**src/rtl/qrs_pkg.sv**
```systemverilog
// Shared types and defaults for the QRS detector chain, plus the sign-strip
// magnitude rule used by both the max calculator and the peak detector.
package qrs_pkg;

    typedef enum logic [1:0] {
        ST_SEARCH,
        ST_TRACK,
        ST_REFRACT
    } qrs_state_t;

    localparam int FS_HZ         = 360;
    localparam int REFRACT_DEF   = 72;
    localparam int MAX_TRACK_DEF = 54;
    localparam int ABS_W         = 64;

    // The sign bit is dropped, not negated, so |x| is only approximate for negatives.
    function automatic logic [ABS_W-1:0] abs_mag(input logic [ABS_W-1:0] dn, input int w);
        logic [ABS_W-1:0] keep;
        keep = ~(ABS_W'(1) << (w - 1));
        return dn & keep;
    endfunction

endpackage

```
**src/rtl/qrs_peak_detect_if.sv**
```systemverilog
// Sample/threshold inputs and peak/RR outputs of qrs_peak_detect.
// The rr_avg signal exists only when QRS_RR_AVG_EN is defined.
interface qrs_peak_detect_if #(
    parameter int DATA_W = 32,
    parameter int RR_W   = 16
);
    logic signed [DATA_W-1:0] dn;
    logic                     ds;
    logic        [DATA_W-1:0] threshold;
    logic                     dc;
    logic                     peak_vld;
    logic        [DATA_W-1:0] peak_val;
    logic        [RR_W-1:0]   rr_out;
    logic                     rr_vld;
`ifdef QRS_RR_AVG_EN
    logic        [RR_W-1:0]   rr_avg;

    modport master (
        output dn, ds, threshold,
        input  dc, peak_vld, peak_val, rr_out, rr_vld, rr_avg
    );
    modport slave (
        input  dn, ds, threshold,
        output dc, peak_vld, peak_val, rr_out, rr_vld, rr_avg
    );
`else
    modport master (
        output dn, ds, threshold,
        input  dc, peak_vld, peak_val, rr_out, rr_vld
    );
    modport slave (
        input  dn, ds, threshold,
        output dc, peak_vld, peak_val, rr_out, rr_vld
    );
`endif
endinterface

```
**src/rtl/qrs_rr_avg.sv**
```systemverilog
// Mean of the last eight RR intervals: 8-entry shift register with a running sum.
module qrs_rr_avg #(
    parameter int RR_W = 16
) (
    input  logic            clk,
    input  logic            rst,
    input  logic            rr_new_i,
    input  logic [RR_W-1:0] rr_i,
    output logic [RR_W-1:0] rr_avg_o
);
    localparam int SUM_W = RR_W + 3;

    logic [RR_W-1:0]  taps_q [8];
    logic [RR_W-1:0]  taps_d [8];
    logic [SUM_W-1:0] sum_q, sum_d;

    always_comb begin
        taps_d = taps_q;
        sum_d  = sum_q;
        if (rr_new_i) begin
            // Entry 7 leaves the window as the new interval enters, so the sum never rescans.
            sum_d     = sum_q + SUM_W'(rr_i) - SUM_W'(taps_q[7]);
            taps_d[0] = rr_i;
            for (int i = 1; i < 8; i++) begin
                taps_d[i] = taps_q[i-1];
            end
        end
    end

    always_ff @(posedge clk or posedge rst) begin
        if (rst) begin
            sum_q <= '0;
            for (int i = 0; i < 8; i++) begin
                taps_q[i] <= '0;
            end
        end else begin
            sum_q  <= sum_d;
            taps_q <= taps_d;
        end
    end

    assign rr_avg_o = sum_q[SUM_W-1:3];

endmodule

```
**src/rtl/qrs_peak_detect.sv**
```systemverilog
// R-peak detector: tracks samples above 0.75x the running max, emits peak and RR
// interval, and holds the max calculator during refractory. QRS_RR_AVG_EN adds rr_avg.
module qrs_peak_detect
    import qrs_pkg::*;
#(
    parameter int DATA_W    = 32,
    parameter int RR_W      = 16,
    parameter int REFRACT   = REFRACT_DEF,
    parameter int MAX_TRACK = MAX_TRACK_DEF
) (
    input logic              clk,
    input logic              rst,
    qrs_peak_detect_if.slave bus
);
    localparam int TRK_W = $clog2(MAX_TRACK + 1);
    localparam int REF_W = $clog2(REFRACT + 1);
    localparam logic [RR_W-1:0]  RR_MAX    = '1;
    localparam logic [TRK_W-1:0] TRK_LIMIT = TRK_W'(MAX_TRACK);
    localparam logic [REF_W-1:0] REF_LOAD  = REF_W'(REFRACT);

    qrs_state_t        state_q, state_d;
    logic [RR_W-1:0]   rr_cnt_q, rr_cnt_d;
    logic [TRK_W-1:0]  trk_cnt_q, trk_cnt_d;
    logic [REF_W-1:0]  ref_cnt_q, ref_cnt_d;
    logic              first_q, first_d;
    logic              dc_q, dc_d;
    logic              peak_vld_q, peak_vld_d;
    logic [DATA_W-1:0] peak_val_q, peak_val_d;
    logic [RR_W-1:0]   rr_out_q, rr_out_d;
    logic              rr_vld_q, rr_vld_d;
    logic [DATA_W-1:0] cand_q, cand_d;
    logic [RR_W-1:0]   rr_cap_q, rr_cap_d;

    logic [DATA_W-1:0] mag;
    logic [DATA_W-1:0] thr_eff;
    logic [RR_W-1:0]   rr_inc;
    logic [DATA_W-1:0] cand_upd;
    logic [RR_W-1:0]   cap_upd;
    logic              below;
`ifdef QRS_RR_AVG_EN
    logic              rr_new_q, rr_new_d;
`endif

    assign mag     = DATA_W'(abs_mag(ABS_W'($unsigned(bus.dn)), DATA_W));
    assign thr_eff = bus.threshold - (bus.threshold >> 2);
    assign rr_inc  = (rr_cnt_q == RR_MAX) ? rr_cnt_q : rr_cnt_q + RR_W'(1);

    always_comb begin
        state_d    = state_q;
        rr_cnt_d   = rr_cnt_q;
        trk_cnt_d  = trk_cnt_q;
        ref_cnt_d  = ref_cnt_q;
        first_d    = first_q;
        dc_d       = dc_q;
        peak_vld_d = 1'b0;
        peak_val_d = peak_val_q;
        rr_out_d   = rr_out_q;
        rr_vld_d   = rr_vld_q;
        cand_d     = cand_q;
        rr_cap_d   = rr_cap_q;
        cand_upd   = cand_q;
        cap_upd    = rr_cap_q;
        below      = 1'b0;
`ifdef QRS_RR_AVG_EN
        rr_new_d   = 1'b0;
`endif
        if (bus.ds) begin
            rr_cnt_d = rr_inc;
            unique case (state_q)
                ST_SEARCH: begin
                    if (thr_eff != '0 && mag > thr_eff) begin
                        state_d   = ST_TRACK;
                        cand_d    = mag;
                        rr_cap_d  = rr_cnt_q;
                        trk_cnt_d = TRK_W'(1);
                    end
                end
                ST_TRACK: begin
                    below = mag < thr_eff;
                    // >= lets a plateau move the peak position to its last sample.
                    if (!below && mag >= cand_q) begin
                        cand_upd = mag;
                        cap_upd  = rr_cnt_q;
                    end
                    cand_d    = cand_upd;
                    rr_cap_d  = cap_upd;
                    trk_cnt_d = trk_cnt_q + TRK_W'(1);
                    if (below || trk_cnt_d >= TRK_LIMIT) begin
                        peak_vld_d = 1'b1;
                        peak_val_d = cand_upd;
                        if (first_q) begin
                            first_d = 1'b0;
                        end else begin
                            rr_out_d = cap_upd;
                            rr_vld_d = 1'b1;
`ifdef QRS_RR_AVG_EN
                            rr_new_d = 1'b1;
`endif
                        end
                        // Restart the interval count from the peak, not from the emit point.
                        rr_cnt_d  = rr_inc - cap_upd;
                        state_d   = ST_REFRACT;
                        ref_cnt_d = REF_LOAD;
                        dc_d      = 1'b1;
                    end
                end
                ST_REFRACT: begin
                    ref_cnt_d = ref_cnt_q - REF_W'(1);
                    if (ref_cnt_q <= REF_W'(1)) begin
                        ref_cnt_d = '0;
                        state_d   = ST_SEARCH;
                        dc_d      = 1'b0;
                    end
                end
                default: state_d = ST_SEARCH;
            endcase
        end
    end

    always_ff @(posedge clk or posedge rst) begin
        if (rst) begin
            state_q    <= ST_SEARCH;
            rr_cnt_q   <= '0;
            trk_cnt_q  <= '0;
            ref_cnt_q  <= '0;
            first_q    <= 1'b1;
            dc_q       <= 1'b0;
            peak_vld_q <= 1'b0;
            peak_val_q <= '0;
            rr_out_q   <= '0;
            rr_vld_q   <= 1'b0;
        end else begin
            state_q    <= state_d;
            rr_cnt_q   <= rr_cnt_d;
            trk_cnt_q  <= trk_cnt_d;
            ref_cnt_q  <= ref_cnt_d;
            first_q    <= first_d;
            dc_q       <= dc_d;
            peak_vld_q <= peak_vld_d;
            peak_val_q <= peak_val_d;
            rr_out_q   <= rr_out_d;
            rr_vld_q   <= rr_vld_d;
        end
    end

    // Candidate value/position are only read in TRACK, which always loads them first.
    always_ff @(posedge clk) begin
        cand_q   <= cand_d;
        rr_cap_q <= rr_cap_d;
    end

    assign bus.dc       = dc_q;
    assign bus.peak_vld = peak_vld_q;
    assign bus.peak_val = peak_val_q;
    assign bus.rr_out   = rr_out_q;
    assign bus.rr_vld   = rr_vld_q;

`ifdef QRS_RR_AVG_EN
    always_ff @(posedge clk or posedge rst) begin
        if (rst) begin
            rr_new_q <= 1'b0;
        end else begin
            rr_new_q <= rr_new_d;
        end
    end

    qrs_rr_avg #(
        .RR_W (RR_W)
    ) u_rr_avg (
        .clk      (clk),
        .rst      (rst),
        .rr_new_i (rr_new_q),
        .rr_i     (rr_out_q),
        .rr_avg_o (bus.rr_avg)
    );
`endif

endmodule
```
**src/flat_wrapper.sv**
```systemverilog
// flat-port wrapper written by rule: the top's interface ports become plain ports
module qrs_peak_detect_flat import qrs_pkg::*;
#(
    parameter int DATA_W    = 32,
    parameter int RR_W      = 16,
    parameter int REFRACT   = REFRACT_DEF,
    parameter int MAX_TRACK = MAX_TRACK_DEF
)
  (clk, rst, bus_dn, bus_ds, bus_threshold, bus_dc, bus_peak_vld, bus_peak_val, bus_rr_out, bus_rr_vld);
  qrs_peak_detect_if #(.DATA_W(DATA_W), .RR_W(RR_W)) bus_i ();
  input logic clk;
  input logic rst;
  input wire logic [$bits(bus_i.dn)-1:0] bus_dn;
  input wire logic [$bits(bus_i.ds)-1:0] bus_ds;
  input wire logic [$bits(bus_i.threshold)-1:0] bus_threshold;
  output wire logic [$bits(bus_i.dc)-1:0] bus_dc;
  output wire logic [$bits(bus_i.peak_vld)-1:0] bus_peak_vld;
  output wire logic [$bits(bus_i.peak_val)-1:0] bus_peak_val;
  output wire logic [$bits(bus_i.rr_out)-1:0] bus_rr_out;
  output wire logic [$bits(bus_i.rr_vld)-1:0] bus_rr_vld;
  assign bus_i.dn = bus_dn;
  assign bus_i.ds = bus_ds;
  assign bus_i.threshold = bus_threshold;
  assign bus_dc = bus_i.dc;
  assign bus_peak_vld = bus_i.peak_vld;
  assign bus_peak_val = bus_i.peak_val;
  assign bus_rr_out = bus_i.rr_out;
  assign bus_rr_vld = bus_i.rr_vld;
  qrs_peak_detect #(.DATA_W(DATA_W), .RR_W(RR_W), .REFRACT(REFRACT), .MAX_TRACK(MAX_TRACK)) u_core (.clk(clk), .rst(rst), .bus(bus_i));
endmodule
```
**config.mk**
```make
export PLATFORM = sky130hd
export DESIGN_NAME = qrs_peak_detect_flat
export DESIGN_NICKNAME = d
export VERILOG_FILES = /design/src/rtl/qrs_pkg.sv /design/src/rtl/qrs_peak_detect_if.sv /design/src/rtl/qrs_rr_avg.sv /design/src/rtl/qrs_peak_detect.sv /design/src/flat_wrapper.sv
export SDC_FILE = /design/constraint.sdc
export NUM_CORES = 1
export LEC_CHECK = 0
export BUFFER_PORTS_ARGS = -buffer_cell sky130_fd_sc_hd__buf_4
export CAP_MARGIN = 0
export CORE_ASPECT_RATIO = 2
export CORE_MARGIN = 5
export CORE_UTILIZATION = 30
export CTS_BUF_LIST = sky130_fd_sc_hd__clkbuf_8
export CTS_CLUSTER_SIZE = 8
export DETAILED_ROUTE_END_ITERATION = 6
export GPL_TIMING_DRIVEN = 0
export PLACE_DENSITY = 0.53
export SYNTH_ARGS = -nofsm -noshare
export SYNTH_HDL_FRONTEND = slang
export SYNTH_SLANG_ARGS = --single-unit
```
**constraint.sdc**
```tcl
create_clock -name clk -period 6 [get_ports clk]
set_clock_uncertainty 0.15 [all_clocks]
set_input_delay 0 -clock clk [delete_from_list [all_inputs] [get_ports clk]]
set_output_delay 0 -clock clk [all_outputs]
set_load 0.005 [all_outputs]
```
; ---- After elaboration in Yosys (flattened, before gate mapping)
; Cells that the tools add are included.
[classes]
n_addsub = 5
magnitude_cmp = 5
eq_ne = 6
muxes = 26
n_bitwise = 1
n_reduce_logical = 14
[ops]
columns = operator, count
row1 = two-way mux 16 bit, 7
row2 = two-way mux 32 bit, 2
row3 = case mux 32 bit (2 select lines), 1
row4 = greater-or-equal comparator 31 x 32 -> 1 bit, 1
row5 = greater-than comparator 31 x 32 -> 1 bit, 1
row6 = < comparator 31 x 32 -> 1 bit, 1
row7 = case mux 16 bit (2 select lines), 1
row8 = nonzero test 32 bit, 1
row9 = subtractor 32 x 30 -> 32 bit, 1
row10 = adder 16 x 1 -> 16 bit (second input constant), 1
row11 = == test 16 bit (second input constant), 1
row12 = subtractor 16 bit, 1
row13 = two-way mux 7 bit, 2
row14 = case mux 7 bit (2 select lines), 1
row15 = case mux 6 bit (2 select lines), 1
row16 = AND reduction 4 bit, 3
row17 = AND reduction 3 bit, 3
row18 = less-or-equal comparator 7 x 1 -> 1 bit (second input constant), 1
row19 = subtractor 7 x 1 -> 7 bit (second input constant), 1
row20 = adder 6 x 1 -> 6 bit (second input constant), 1
row21 = greater-or-equal comparator 6 bit (second input constant), 1
row22 = two-way mux 2 bit, 3
row23 = two-way mux 6 bit, 1
row24 = inequality test 2 x 1 -> 1 bit (second input constant), 3
row25 = other kinds (11), 17
[word_totals]
register_bits = 131
inputBits = 67
output_inout_bits = 51
word_cells = 69

; ---- Depth between registers and ports, before layout
; Gate-level depths: netlist of run 1.
[logic_depth]
word_depth = 10
mapped_depth = 34
mapped_depth_nobuf = 33

; ---- Worst setup path after synthesis of run 1
; Ideal clock, no wire load.
[synth_path]
path_kind = input to register
from = input bus_threshold[0]
to = register u_core.rr_cnt_q[15]
setup_time_ps = 121
t_arrival_ps = 6752
t_required_ps = 5729
slack_ps = -1023
cell_stages = 32
path_cell_list = inv_1 -> ha_1 -> inv_1 -> fa_1 -> a211oi_2 -> o21ai_1 -> nand4b_2 -> a21oi_1 -> o311ai_0 -> a21oi_1 -> or2_2 -> ha_1 -> nand2_1 -> nor3_1 -> and4_1 -> a221oi_1 -> nor3_1 -> buf_2 -> buf_2 -> mux2i_1 -> ha_1 -> nor2b_1 -> o31a_1 -> o31ai_1 -> nand4_1 -> a311o_1 -> a21o_1 -> a21o_1 -> nor2b_1 -> mux2_2 -> mux2_1 -> a22o_1
[synth_via]
elab_chain_cells = 10
[synth_lines]
columns = item, line_no
row1 = "start, declared", flat_wrapper.sv:15  ; input wire logic [$bits(bus_i.threshold)-1:0] bus_threshold;
row2 = subtractor 32 x 30 -> 32 bit (*), qrs_peak_detect.sv:45  ; assign thr_eff = bus.threshold - (bus.threshold >> 2);
row3 = < comparator 31 x 32 -> 1 bit (*), qrs_peak_detect.sv:79  ; below = mag < thr_eff;
row4 = logical NOT 1 bit, qrs_peak_detect.sv:81  ; if (!below && mag >= cand_q) begin
row5 = logical AND 1 bit, qrs_peak_detect.sv:81
row6 = two-way mux 16 bit, qrs_peak_detect.sv:81
row7 = two-way mux 16 bit, qrs_peak_detect.sv:69  ; unique case (state_q)
row8 = two-way mux 16 bit, qrs_peak_detect.sv:67  ; if (bus.ds) begin
row9 = subtractor 16 bit, qrs_peak_detect.sv:101  ; rr_cnt_d = rr_inc - cap_upd;
row10 = two-way mux 16 bit (*), qrs_peak_detect.sv:88  ; if (below || trk_cnt_d >= TRK_LIMIT) begin
row11 = two-way mux 16 bit (*), qrs_peak_detect.sv:69
row12 = "end signal, assigned", qrs_peak_detect.sv:134  ; rr_cnt_q <= rr_cnt_d;
row13 = "end, declared", qrs_peak_detect.sv:22  ; logic [RR_W-1:0] rr_cnt_q, rr_cnt_d;
; Every way passes the cells marked *; elsewhere a longest branch is shown, timed or not. The select of a mux whose other input is x is not followed.
; A chain may end at the register's enable or synchronous reset.

; ---- Worst setup path in the final report of run 1
[layout_path]
from = input bus_threshold[0]
to = register u_core.rr_cnt_q[14]
; The elaborated chain is that of the path after synthesis.

==> metrics, run 1 <==
Remaining Overflow, GRT=0; Starting Density=30.1%; Syn Nets=1426; GR Util All Layers=between 10% and 20%; WL final=around 35 mm; CTS tree=yes; largest net degree at the start of global routing=61; Hold/Removal Path Class=in -> reg; CTS Sinks=131; Switching Share=between 40% and 50%; DRT iter0 DRCs=394; Crit Path Category=in -> reg; Crit. End Element=register; worst skew pair latency=0.48 ns; Final #Nets=roughly 1.7k; H-Tree Depth=4; Filler Cells Inserted=3628; P_int=between 3 and 4 mW; register area share after synthesis=32.8%; Lkg Pwr=6.18 nW; Area after DPL=12400 um2; initial antenna violation count=1; failing checks=setup timing; Vias=around 10k; Clock Power Share=about 14%; cts bufs inserted=17; die footprint=39800 um2; FF-to-FF path depth=24; DRT Pass-1 Iters=4; Post-Synthesis Cells=1242; Avg WL per Cell=18.3 um; I/O Buffers=116; Post-synth top flop=dfrtp_1; first-pass GRT wire length=56.1 mm; drt drc=0; I/O pin count=118; MaxCap Viol Count=0; M1 WL=approximately 12 mm; Top Family by Delay on Critical Path=compound AO/OA/AOI/OAI gates; Die Wd=144 um; Antenna Nets Post-Route=0; hold path depth=6; dpl cells=about 1.8k; Final WS setup=-0.395 ns; share of layout cells above drive strength 1=23.5%; Yosys Warn Count=0; vias in the first global route=10.6k; Avg Cell Area, Syn=8.63 um2; non-filler instance count after layout=1934; combinational power share=57.6%; sequential power share=28.6%; post-route clock period utilization=107%; Core ar.=35600 um2; most common cell after layout, fill and taps aside=buf_4; highest routed layer=met4; Async SR Flop Fraction=63.4%; most frequent cells in the layout=173 x buf_4, 120 x nand2_1, 106 x nor2_1, 103 x ha_1, 96 x a21oi_1; highest clock rate=156 MHz; Slowest-stage cell, CP=a2111o_1; Final setup viols=3; Area Overhead vs Synth=31.8%; worst slew pin tran=0.726 ns; clock-pin slew on the worst setup and hold paths=roughly 0.090 ns; Mapped Area=10700 um2; # rows=98; Pwr Density=between 400 and 500 nW/um2; status=finished, violations left; clock buffer depth=2; worst hold slack=0.169 ns; CP arrival=6.61 ns; total power=a little under 6 mW; routability congestion estimate from global placement=0.848; routed wl met2=20.8 mm; post-synthesis cell type count=81; slowest stage delay, CP=0.44 ns; Slew Limit Fails=0; buffers and inverters on the worst path=6; switching power=2.58 mW; fin area=14100 um2; Synth Register Bits=about 130; Die Ht=277 um; final hold violation count=0; number of flops mapped to enable cells by yosys=48; Worst Path Required=~6.2 ns; critical path depth=36; crit path max fanout=4; Final min period=6.40 ns; peak supply drop=0.000154 V; RSZ-0062 raised after global routing=yes; Max-Slew Margin vs Limit=a little over 50%; WL met3=909 um; CTS Root Cell=clkbuf_8; vias per inst=5.21; detailed placer's ending HPWL=between 20 and 30 mm; CP Launch Type=input pin
==> Yosys cell counts, types with 4 or more instances <==
| cell | n | area, um2 |
|---|---|---|
| o21bai_1 | 7 | 52.6 |
| or2_2 | 10 | 62.6 |
| a211o_1 | 7 | 61.3 |
| mux2_2 | 9 | 101 |
| nor3_1 | 12 | 60.1 |
| nor2_1 | 108 | 405 |
| o21ai_1 | 8 | 40.0 |
| o211ai_1 | 11 | 82.6 |
| clkbuf_1 | 37 | 139 |
| inv_1 | 95 | 357 |
| nand3_1 | 26 | 130 |
| a31oi_1 | 10 | 62.6 |
| ha_1 | 115 | 1440 |
| a311oi_1 | 4 | 35.0 |
| nand2_1 | 122 | 458 |
| and3_1 | 14 | 87.6 |
| dfrtp_1 | 82 | 2050 |
| nor2b_1 | 13 | 81.3 |
| a211oi_1 | 14 | 105 |
| o21a_1 | 12 | 90.1 |
| o31ai_1 | 7 | 52.6 |
| edfxtp_1 | 48 | 1440 |
| buf_2 | 15 | 75.1 |
| or3_1 | 6 | 37.5 |
| xor2_1 | 9 | 78.8 |
| and4_1 | 6 | 52.6 |
| a221o_1 | 4 | 40.0 |
| a21o_1 | 27 | 203 |
| and2_1 | 6 | 37.5 |
| a21oi_1 | 109 | 546 |
| nor4_1 | 4 | 25.0 |
| o21ai_0 | 100 | 500 |
| xnor2_1 | 31 | 272 |
| nand2b_1 | 9 | 56.3 |
| o22ai_1 | 6 | 37.5 |
| nand4_1 | 13 | 81.3 |
| mux2i_1 | 54 | 541 |
| a2111o_1 | 4 | 45.0 |
==> state kept, by name, summed over array words and instances, names as in the netlist <==
register             flops
u_core.rr_cap_q         16
u_core.bus.dc            1
u_core.rr_cnt_q         16
u_core.cand_q           32
u_core.ref_cnt_q         7
u_core.bus.peak_val     32
u_core.bus.rr_out       16
u_core.bus.peak_vld      1
u_core.first_q           1
u_core.state_q           2
u_core.bus.rr_vld        1
u_core.trk_cnt_q         6
==> worst reg2reg max path: stages (launching register included) <==
cell,delay [ns]
edfxtp_1,0.35
inv_1,0.07
ha_1,0.29
nand4_1,0.16
or4_1,0.63
or4_1,0.49
nor4b_1,0.21
nor3_4,0.33
buf_4,0.18
buf_6,0.09
mux2_4,0.17
ha_4,0.13
inv_2,0.04
fa_2,0.34
a21o_1,0.17
a21oi_2,0.17
o21bai_1,0.12
a21oi_2,0.16
o21bai_1,0.11
a211o_1,0.29
a2111o_1,0.44
a31o_2,0.22
a21oi_2,0.16
xnor2_1,0.08
a221o_1,0.29
==> metal layers <==
layer | track usage, % | up-vias
met5 | 0 | -
met4 | 9.40 | 0
met3 | 2.24 | 96
met2 | 36.4 | 207
met1 | 16.7 | 4818
li1 | - | 4961
==> worst paths after layout <==
check,startpoint,end,slack (ns)
hold reg to reg,u_core.bus.rr_vld$_DFFE_PP0P_,u_core.bus.rr_vld$_DFFE_PP0P_,0.33
max in group asynchronous,rst,u_core.ref_cnt_q[0]$_DFFE_PP0P_,4.55
setup reg to reg,u_core.cand_q[25]$_DFFE_PP_,u_core.rr_cnt_q[14]$_DFFE_PP0P_,0.02
setup / recovery,bus_threshold[0],u_core.rr_cnt_q[14]$_DFFE_PP0P_,-0.40
min in group asynchronous,rst,u_core.bus.peak_val[4]$_DFFE_PP0P_,0.50
hold / removal,bus_threshold[30],u_core.trk_cnt_q[2]$_DFFE_PP0P_,0.17
==> final cells by class <==
cell class                      instances  area, um2  area share, %
Sequential cell                       131       3520           24.9
Timing Repair Buffer                  213       1740           12.3
Clock buffer                           17        234           1.66
Inverter                               96        380           2.69
Buffer                                 51        241           1.71
Antenna cell                            1       2.50         0.0177
Multi-Input combinational cell        960       7260           51.4
Tap cell                              450        563           3.99
Clock inverter                         15        180           1.28
==> power by group through the flow <==
stage / logic, mW / clock network (mW) / registers [mW]
detailed placement: 3.03 / 0 / 1.70
global placement: 2.97 / 0 / 1.69
floorplan: 2.06 / 0 / 1.60
finish: 3.42 / 0.821 / 1.69
global route: 3.83 / 0.874 / 1.74
CTS: 3.30 / 0.833 / 1.68
==> kinds of logic after synthesis <==
kind of cell | share of synthesized area [%]
AOI/OAI and AO/OA | 22.5
xor gates and xnor gates | 3.27
adders and majority gates | 13.8
buffers and inverters | 5.50
DFF | 32.8
muxes | 6.09
and+or+nand+nor | 16.0
==> through the flow <==
step	setup WS (ns)	TNS, ns	utilization, %
floorplan	-0.343	-0.538	-
global placement	-1.59	-8.85	34.7
detailed placement	-1.62	-10.44	34.8
CTS	-0.419	-1.03	38.9
global route	-0.654	-1.84	39.7
finish	-0.395	-0.873	39.7
==> what timing repair did <==
action                                  in CTS  in global routing
cloned                                       0                  0
pin swaps                                   64                 26
endpoints found under the setup margin       8                 59
hold endpoints to repair                   149                  0
setup buffers                               50                 12
hold buffers                                34                  0
resized for setup                           75                 45
Power figures use the tool's default switching activity.
==> run 2: changes to the inputs <==
- ABC_AREA: unset -> 1
- PLACE_DENSITY: 0.53 -> unset
==> metrics, run 2 <==
Yosys top cell area share=18.2% (was 19.1%); post-route clock period utilization=91.8% (was 107%); Max-Slew Margin vs Limit=46.8% (was 51.6%); Final #Nets=1954 (was 1654); crit path max fanout=10 (was 4); share of layout cells above drive strength 1=13.2% (was 23.5%); clock-pin slew on the worst setup and hold paths=0.09 ns (about the same); WHS Endpoint=u_core.trk_cnt_q[0]$_DFFE_PP0P_ (was u_core.trk_cnt_q[2]$_DFFE_PP0P_); multiplexer area fraction after synthesis=0% (was 6.09%); Post-synth top flop=dfrtp_1 (unchanged); Hold Startpoint=bus_threshold[30] (unchanged); DRT iter0 DRCs=594 (was 394); Syn Nets=1784 (was 1426); Vias=11.0k (was 10.1k); number of flops mapped to enable cells by yosys=48 (unchanged); Pwr Density=395 nW/um2 (was 420 nW/um2); worst slew pin tran=0.790 ns (was 0.726 ns); DRT Pass-1 Iters=5 (was 4); simple-gate share of the synthesized area=26.1% (was 16.0%); Area Overhead vs Synth=19.6% (was 31.8%); most common cell in the synthesized netlist=nand2_1 (unchanged); Commonest cells post-synth=480 x nand2_1, 262 x inv_1, 115 x ha_1 (was 122 x nand2_1, 115 x ha_1, 109 x a21oi_1); Remaining Overflow, GRT=0 (unchanged); vias per inst=4.91 (was 5.21); Antenna Nets Post-Route=0 (unchanged); register area share after synthesis=31.2% (was 32.8%); I/O Buffers=115 (was 116); Crit Path Category=in -> reg (unchanged); CP most frequent cell=nand2_1; peak supply drop=0.000148 V (was 0.000154 V); Avg Cell Area, Syn=7.05 um2 (was 8.63 um2); routability congestion estimate from global placement=0.943 (was 0.848); most frequent cells in the layout=480 x nand2_1, 261 x inv_1, 119 x buf_4, 115 x ha_1, 100 x nor2_1 (was 173 x buf_4, 120 x nand2_1, 106 x nor2_1, 103 x ha_1, 96 x a21oi_1); CTS Sinks=131 (unchanged); GR Util All Layers=18.0% (about the same); clock buffer depth=2 (unchanged); Async SR Flop Fraction=63.4% (unchanged); Worst Path Required=6.25 ns (was 6.22 ns); setup TNS=0 ns (was -0.873 ns); first-pass GRT wire length=58.7 mm (was 56.1 mm); Post-Synthesis Cells=1600 (was 1242); slowest stage delay, CP=0.43 ns (was 0.44 ns); main combinational cell family by area after synthesis=simple AND/OR/NAND/NOR gates (was compound AO/OA/AOI/OAI gates); largest cells by area after synthesis=dfrtp_1 18%, nand2_1 16%, edfxtp_1 13% (was dfrtp_1 19%, edfxtp_1 13%, ha_1 13%); Mapped Area=11300 um2 (was 10700 um2); detailed placer's ending HPWL=31.7 mm (was 28.0 mm); Die Wd=147 um (was 144 um); worst slack, placed=-0.405 ns (was -1.62 ns); Die Ht=284 um (was 277 um); H-Tree Depth=4 (unchanged); largest area contributor in the netlist=dfrtp_1 (unchanged); CP arrival=5.76 ns (was 6.61 ns); Avg WL per Cell=16.8 um (was 18.3 um); Final setup viols=0 (was 3); initial antenna violation count=1 (unchanged); # rows=100 (was 98); post-synthesis cell type count=52 (was 81); cts bufs inserted=17 (unchanged); reg-to-reg slack, setup=0.96 ns (was 0.02 ns); highest clock rate=182 MHz (was 156 MHz); adder-cell share of the synthesized area=13.1% (was 13.8%); MaxCap Viol Count=0 (unchanged); complex-gate fraction of the synthesized area=15.3% (was 22.5%); Lkg Pwr=6.95 nW (was 6.18 nW); r2r startpoint=u_core.cand_q[30]$_DFFE_PP_ (was u_core.cand_q[25]$_DFFE_PP_); total power=5.34 mW (was 5.93 mW); largest net degree at the start of global routing=59 (was 61); Crit. End Element=register (unchanged); I/O pin count=118 (unchanged); die footprint=41800 um2 (was 39800 um2); Slew Limit Fails=0 (unchanged); CTS Root Cell=clkbuf_8 (unchanged); vias in the first global route=11.4k (was 10.6k); Slowest-stage cell, CP=fa_1 (was a2111o_1); RSZ-0062 raised after global routing=no (was yes); hold path depth=11 (was 6); most common cell after layout, fill and taps aside=nand2_1 (was buf_4); Starting Density=30.4% (was 30.1%); Yosys Warn Count=0 (unchanged); post-CTS setup repair buffer count=0 (was 50); final hold violation count=0 (unchanged); drt drc=0 (unchanged); Hold/Removal Path Class=in -> reg (unchanged); CTS tree=yes (unchanged); status=completed (was finished, violations left); FF-to-FF path depth=28 (was 24); Final min period=5.51 ns (was 6.40 ns); CP Launch Type=input pin (unchanged); post-synthesis xor/xnor area fraction=3.11% (was 3.27%); R2R Path End=u_core.rr_cnt_q[14]$_DFFE_PP0P_ (unchanged); WL final=37.8 mm (was 35.4 mm); worst skew pair latency=0.49 ns (was 0.48 ns); Synth Register Bits=131 (unchanged); Final WS setup=0.492 ns (was -0.395 ns); Core ar.=37200 um2 (was 35600 um2)
==> run 2: cell count changes after synthesis, moves of 17 or more <==
cell,delta
nand2_1,+358
inv_1,+167
mux2i_1,-54
o21ai_1,+38
nand3_1,+33
clkbuf_1,-27
a21o_1,-23
a21oi_1,-17
==> run 2: repair_timing <==
action	in CTS	in global routing
resized for setup	0	10
hold endpoints to repair	159	0
endpoints found under the setup margin	0	5
hold buffers	34	0
==> run 2: worst max-delay path: cells and delay by family <==
kind | cells | cell delay (ns)
compound gates | 7 | 1.01
buf+inv | 6 | 0.57
simple gates | 23 | 2.92
fa+ha+maj | 5 | 1.28
==> run 2: report_power, final <==
part | internal (mW) | switching (mW)
Combinational | 1.17 | 1.83
Clock | 0.295 | 0.418
Sequential | 1.36 | 0.265
==> run 2: worst max path at each step <==
| stage | cells past startpoint | endpoint | slack [ns] | from |
|---|---|---|---|---|
| after floorplan | 39 | u_core.rr_cnt_q[14]$_DFFE_PP0P_ | 1.08 | bus_threshold[0] |
| after global routing | 41 | u_core.rr_cnt_q[14]$_DFFE_PP0P_ | 0.07 | bus_threshold[0] |
| after detailed placement | 30 | u_core.rr_cnt_q[13]$_DFFE_PP0P_ | -0.41 | bus_threshold[16] |
| final | 41 | u_core.rr_cnt_q[14]$_DFFE_PP0P_ | 0.49 | bus_threshold[0] |
| after global placement | 40 | u_core.rr_cnt_q[14]$_DFFE_PP0P_ | -0.38 | bus_threshold[0] |
| after CTS | 30 | u_core.rr_cnt_q[13]$_DFFE_PP0P_ | 0.09 | bus_threshold[16] |
==> run 2: stage by stage <==
step	cell area (um2)	util [%]	cells	hold slack (ns)
global placement	12700	34.2	2174	0.225
finish	13500	36.3	2243	0.246
CTS	13500	36.2	2242	0.232
floorplan	11300	-	1600	0.0838
global route	13500	36.3	2243	0.320
detailed placement	12800	34.4	2176	-0.116
==> run 2: area by class of cell <==
type	instances	area [um2]
Fill cell	3987	23700
Multi-Input combinational cell	1166	6540
Antenna cell	1	2.50
Inverter	266	1000
Sequential cell	131	3520
Tap cell	459	574
Clock inverter	15	121
Timing Repair Buffer	151	1250
Buffer	37	255
Clock buffer	17	234
==> run 2: cells by family after synthesis <==
group,Yosys count
buf+inv,303
compound gates,294
flops,131
simple gates,715
xor+xnor,40
fa+ha+maj,117
==> run 2: metal layers <==
layer,vias up,track usage (%),wire [um]
met5,-,0,0
met4,0,12.0,2650
met3,130,2.02,1170
met2,285,36.9,21700
met1,5078,15.7,12300
li1,5520,-,-
==> run 3: changes to the inputs <==
- SYNTH_HIERARCHICAL: unset -> 1
==> metrics, run 3 <==
status=completed (unchanged); worst slew pin tran=0.689 ns (was 0.790 ns); highest clock rate=184 MHz (was 182 MHz); CTS Root Cell=clkbuf_8 (unchanged); Avg Cell Area, Syn=7.08 um2 (was 7.05 um2); r2r startpoint=u_core/cand_q[27]$_DFFE_PP_ (was u_core.cand_q[30]$_DFFE_PP_); GR Util All Layers=17.8% (was 18.0%); number of flops mapped to enable cells by yosys=48 (unchanged); FF-to-FF path depth=23 (was 28); Yosys top cell area share=18.8% (was 18.2%); die footprint=40500 um2 (was 41800 um2); first-pass GRT wire length=55.6 mm (was 58.7 mm); Avg WL per Cell=16.3 um (was 16.8 um); Worst Path Required=6.18 ns (was 6.25 ns); Crit Path Category=in -> reg (unchanged); post-synthesis cell type count=50 (was 52); CP Launch Type=input pin (unchanged); DRT Pass-1 Iters=6 (was 5); Commonest cells post-synth=449 x nand2_1, 235 x inv_1, 142 x o21ai_0 (was 480 x nand2_1, 262 x inv_1, 115 x ha_1); Lkg Pwr=6.72 nW (was 6.95 nW); largest cells by area after synthesis=dfrtp_1 19%, nand2_1 15%, edfxtp_1 13% (was dfrtp_1 18%, nand2_1 16%, edfxtp_1 13%); CTS tree=yes (unchanged); Remaining Overflow, GRT=0 (unchanged); slowest stage delay, CP=0.34 ns (was 0.43 ns); Hold/Removal Path Class=in -> reg (unchanged); clock buffer depth=2 (unchanged); largest area contributor in the netlist=dfrtp_1 (unchanged); Slew Limit Fails=0 (unchanged); Vias=10.7k (was 11.0k); final hold violation count=0 (unchanged); Util after Layout=36.7% (was 36.3%); reg-to-reg slack, setup=1.17 ns (was 0.96 ns); Async SR Flop Fraction=63.4% (unchanged); CP startpoint=bus_threshold[2] (was bus_threshold[0]); CP most frequent cell=nand2_1 (unchanged); Area Overhead vs Synth=20.6% (was 19.6%); hold path depth=9 (was 11); DRT iter0 DRCs=490 (was 594); Die Wd=145 um (was 147 um); post-route clock period utilization=90.8% (was 91.8%); Mapped Area=10900 um2 (was 11300 um2); most common cell in the synthesized netlist=nand2_1 (unchanged); WL final=35.5 mm (was 37.8 mm); Final min period=5.45 ns (was 5.51 ns); worst skew pair latency=0.48 ns (was 0.49 ns); share of layout cells above drive strength 1=13.2% (about the same); largest net degree at the start of global routing=67 (was 59); Pwr Density=353 nW/um2 (was 395 nW/um2); initial antenna violation count=1 (unchanged); drt drc=0 (unchanged); vias in the first global route=10.9k (was 11.4k); cts bufs inserted=17 (unchanged); Antenna Nets Post-Route=0 (unchanged); Die Ht=280 um (was 284 um); clock-pin slew on the worst setup and hold paths=0.09 ns (about the same); crit path max fanout=10 (unchanged); WHS Endpoint=u_core/state_q[0]$_DFFE_PP0P_ (was u_core.trk_cnt_q[0]$_DFFE_PP0P_); register area share after synthesis=32.3% (was 31.2%); detailed placer's ending HPWL=29.4 mm (was 31.7 mm); Crit. End Element=register (unchanged); peak supply drop=0.000197 V (was 0.000148 V); Final #Nets=1892 (was 1954); Yosys Warn Count=6 (was 0); I/O pin count=118 (unchanged); most common cell after layout, fill and taps aside=nand2_1 (unchanged); CP arrival=5.63 ns (was 5.76 ns); H-Tree Depth=4 (unchanged); vias per inst=4.90 (was 4.91); Max-Slew Margin vs Limit=53.6% (was 46.8%); Synth Register Bits=131 (unchanged); Post-Synthesis Cells=1539 (was 1600); RSZ-0062 raised after global routing=no (unchanged); Starting Density=30.4% (about the same); total power=4.64 mW (was 5.34 mW); Hold Startpoint=bus_threshold[30] (unchanged); R2R Path End=u_core/rr_cnt_q[13]$_DFFE_PP0P_ (was u_core.rr_cnt_q[14]$_DFFE_PP0P_); Slowest-stage cell, CP=ha_1 (was fa_1); I/O Buffers=115 (unchanged); Core ar.=35800 um2 (was 37200 um2); Final setup viols=0 (unchanged); most frequent cells in the layout=448 x nand2_1, 233 x inv_1, 138 x o21ai_0, 118 x buf_4, 111 x ha_1 (was 480 x nand2_1, 261 x inv_1, 119 x buf_4, 115 x ha_1, 100 x nor2_1); Filler Cells Inserted=3897 (was 3987); # rows=98 (was 100); Post-synth top flop=dfrtp_1 (unchanged); CTS Sinks=131 (unchanged); routability congestion estimate from global placement=0.951 (was 0.943); MaxCap Viol Count=0 (unchanged); Syn Nets=1720 (was 1784)
run 3: cell types whose count changed after synthesis, moves of 6 or more:
cell / change
a21oi_2: +14
a21oi_4: -8
inv_1: -27
nand2_1: -31
nand2_2: -9
nor3_1: +6
o21ai_0: +46
o21ai_1: -44
xor2_1: +7
run 3: metrics by stage:
| stage | hold WS, ns | worst slack, ns | instances | TNS [ns] | cell area (um2) |
|---|---|---|---|---|---|
| 5_1_grt | 0.0839 | 0.0252 | 2175 | 0 | 13100 |
| 4_1_cts | 0.0239 | 0.132 | 2172 | 0 | 13100 |
| 2_1_floorplan | 0.109 | 1.05 | 1539 | 0 | 10900 |
| 3_3_place_gp | 0.234 | -0.314 | 2104 | -0.827 | 12300 |
| 3_5_place_dp | -0.174 | -0.380 | 2106 | -1.12 | 12400 |
| 6_report | 0.0486 | 0.553 | 2175 | 0 | 13100 |
run 3: critical path: cells and delay by family:
| kind | cells | cell delay, ns |
|---|---|---|
| compound gates | 14 | 2.63 |
| simple gates | 12 | 1.26 |
| fa+ha+maj | 3 | 0.95 |
| buf+inv | 4 | 0.64 |
| xor+xnor | 1 | 0.15 |
run 3: cell type report:
| type | instances | area (um2) | area share [%] |
|---|---|---|---|
| Sequential cell | 131 | 3520 | 26.8 |
| Multi-Input combinational cell | 1127 | 6300 | 48.0 |
| Tap cell | 450 | 563 | 4.29 |
| Buffer | 37 | 188 | 1.43 |
| Antenna cell | 1 | 2.50 | 0.0191 |
| Inverter | 244 | 921 | 7.01 |
| Timing Repair Buffer | 153 | 1270 | 9.64 |
| Clock buffer | 17 | 234 | 1.78 |
| Clock inverter | 15 | 138 | 1.05 |
run 3: cell families after synthesis:
logic type / after synthesis / share of synthesized area (%)
simple gates: 670 / 25.2
compound gates: 297 / 15.4
buf+inv: 281 / 10.2
flops: 131 / 32.3
fa+ha+maj: 114 / 13.2
xor+xnor: 45 / 3.62
mux: 1 / 0.0919
run 3: worst max path at each step:
stage                                 endpoint  slack [ns]  cells past startpoint
6_report       u_core/rr_cnt_q[13]$_DFFE_PP0P_        0.55                     34
5_1_grt        u_core/rr_cnt_q[13]$_DFFE_PP0P_        0.03                     36
4_1_cts        u_core/rr_cnt_q[12]$_DFFE_PP0P_        0.13                     44
3_5_place_dp   u_core/rr_cnt_q[12]$_DFFE_PP0P_       -0.38                     44
3_3_place_gp   u_core/rr_cnt_q[13]$_DFFE_PP0P_       -0.31                     37
2_1_floorplan  u_core/rr_cnt_q[12]$_DFFE_PP0P_        1.05                     44
run 3: layer usage:
layer	vias up	wire length, um	share of wire (%)	global-route usage, %
li1	5350	-	-	-
met2	224	20400	58	35.7
met4	0	2030	5.7	10.3
met1	4976	12100	34	16.3
met5	-	0	0	0
met3	101	954	2.7	2.10
run 3: timing repair:
action / 4_1_cts / 5_1_grt
hold buffers: 34 / 0
buffers inserted: 0 / 2
endpoints found under the hold margin: 150 / 0
setup endpoints to repair: 0 / 8
resized for setup: 0 / 14
run 3: power by group:
part	switching, mW	internal (mW)
sequential	0.214	1.28
combinational	1.45	0.953
clock	0.434	0.305
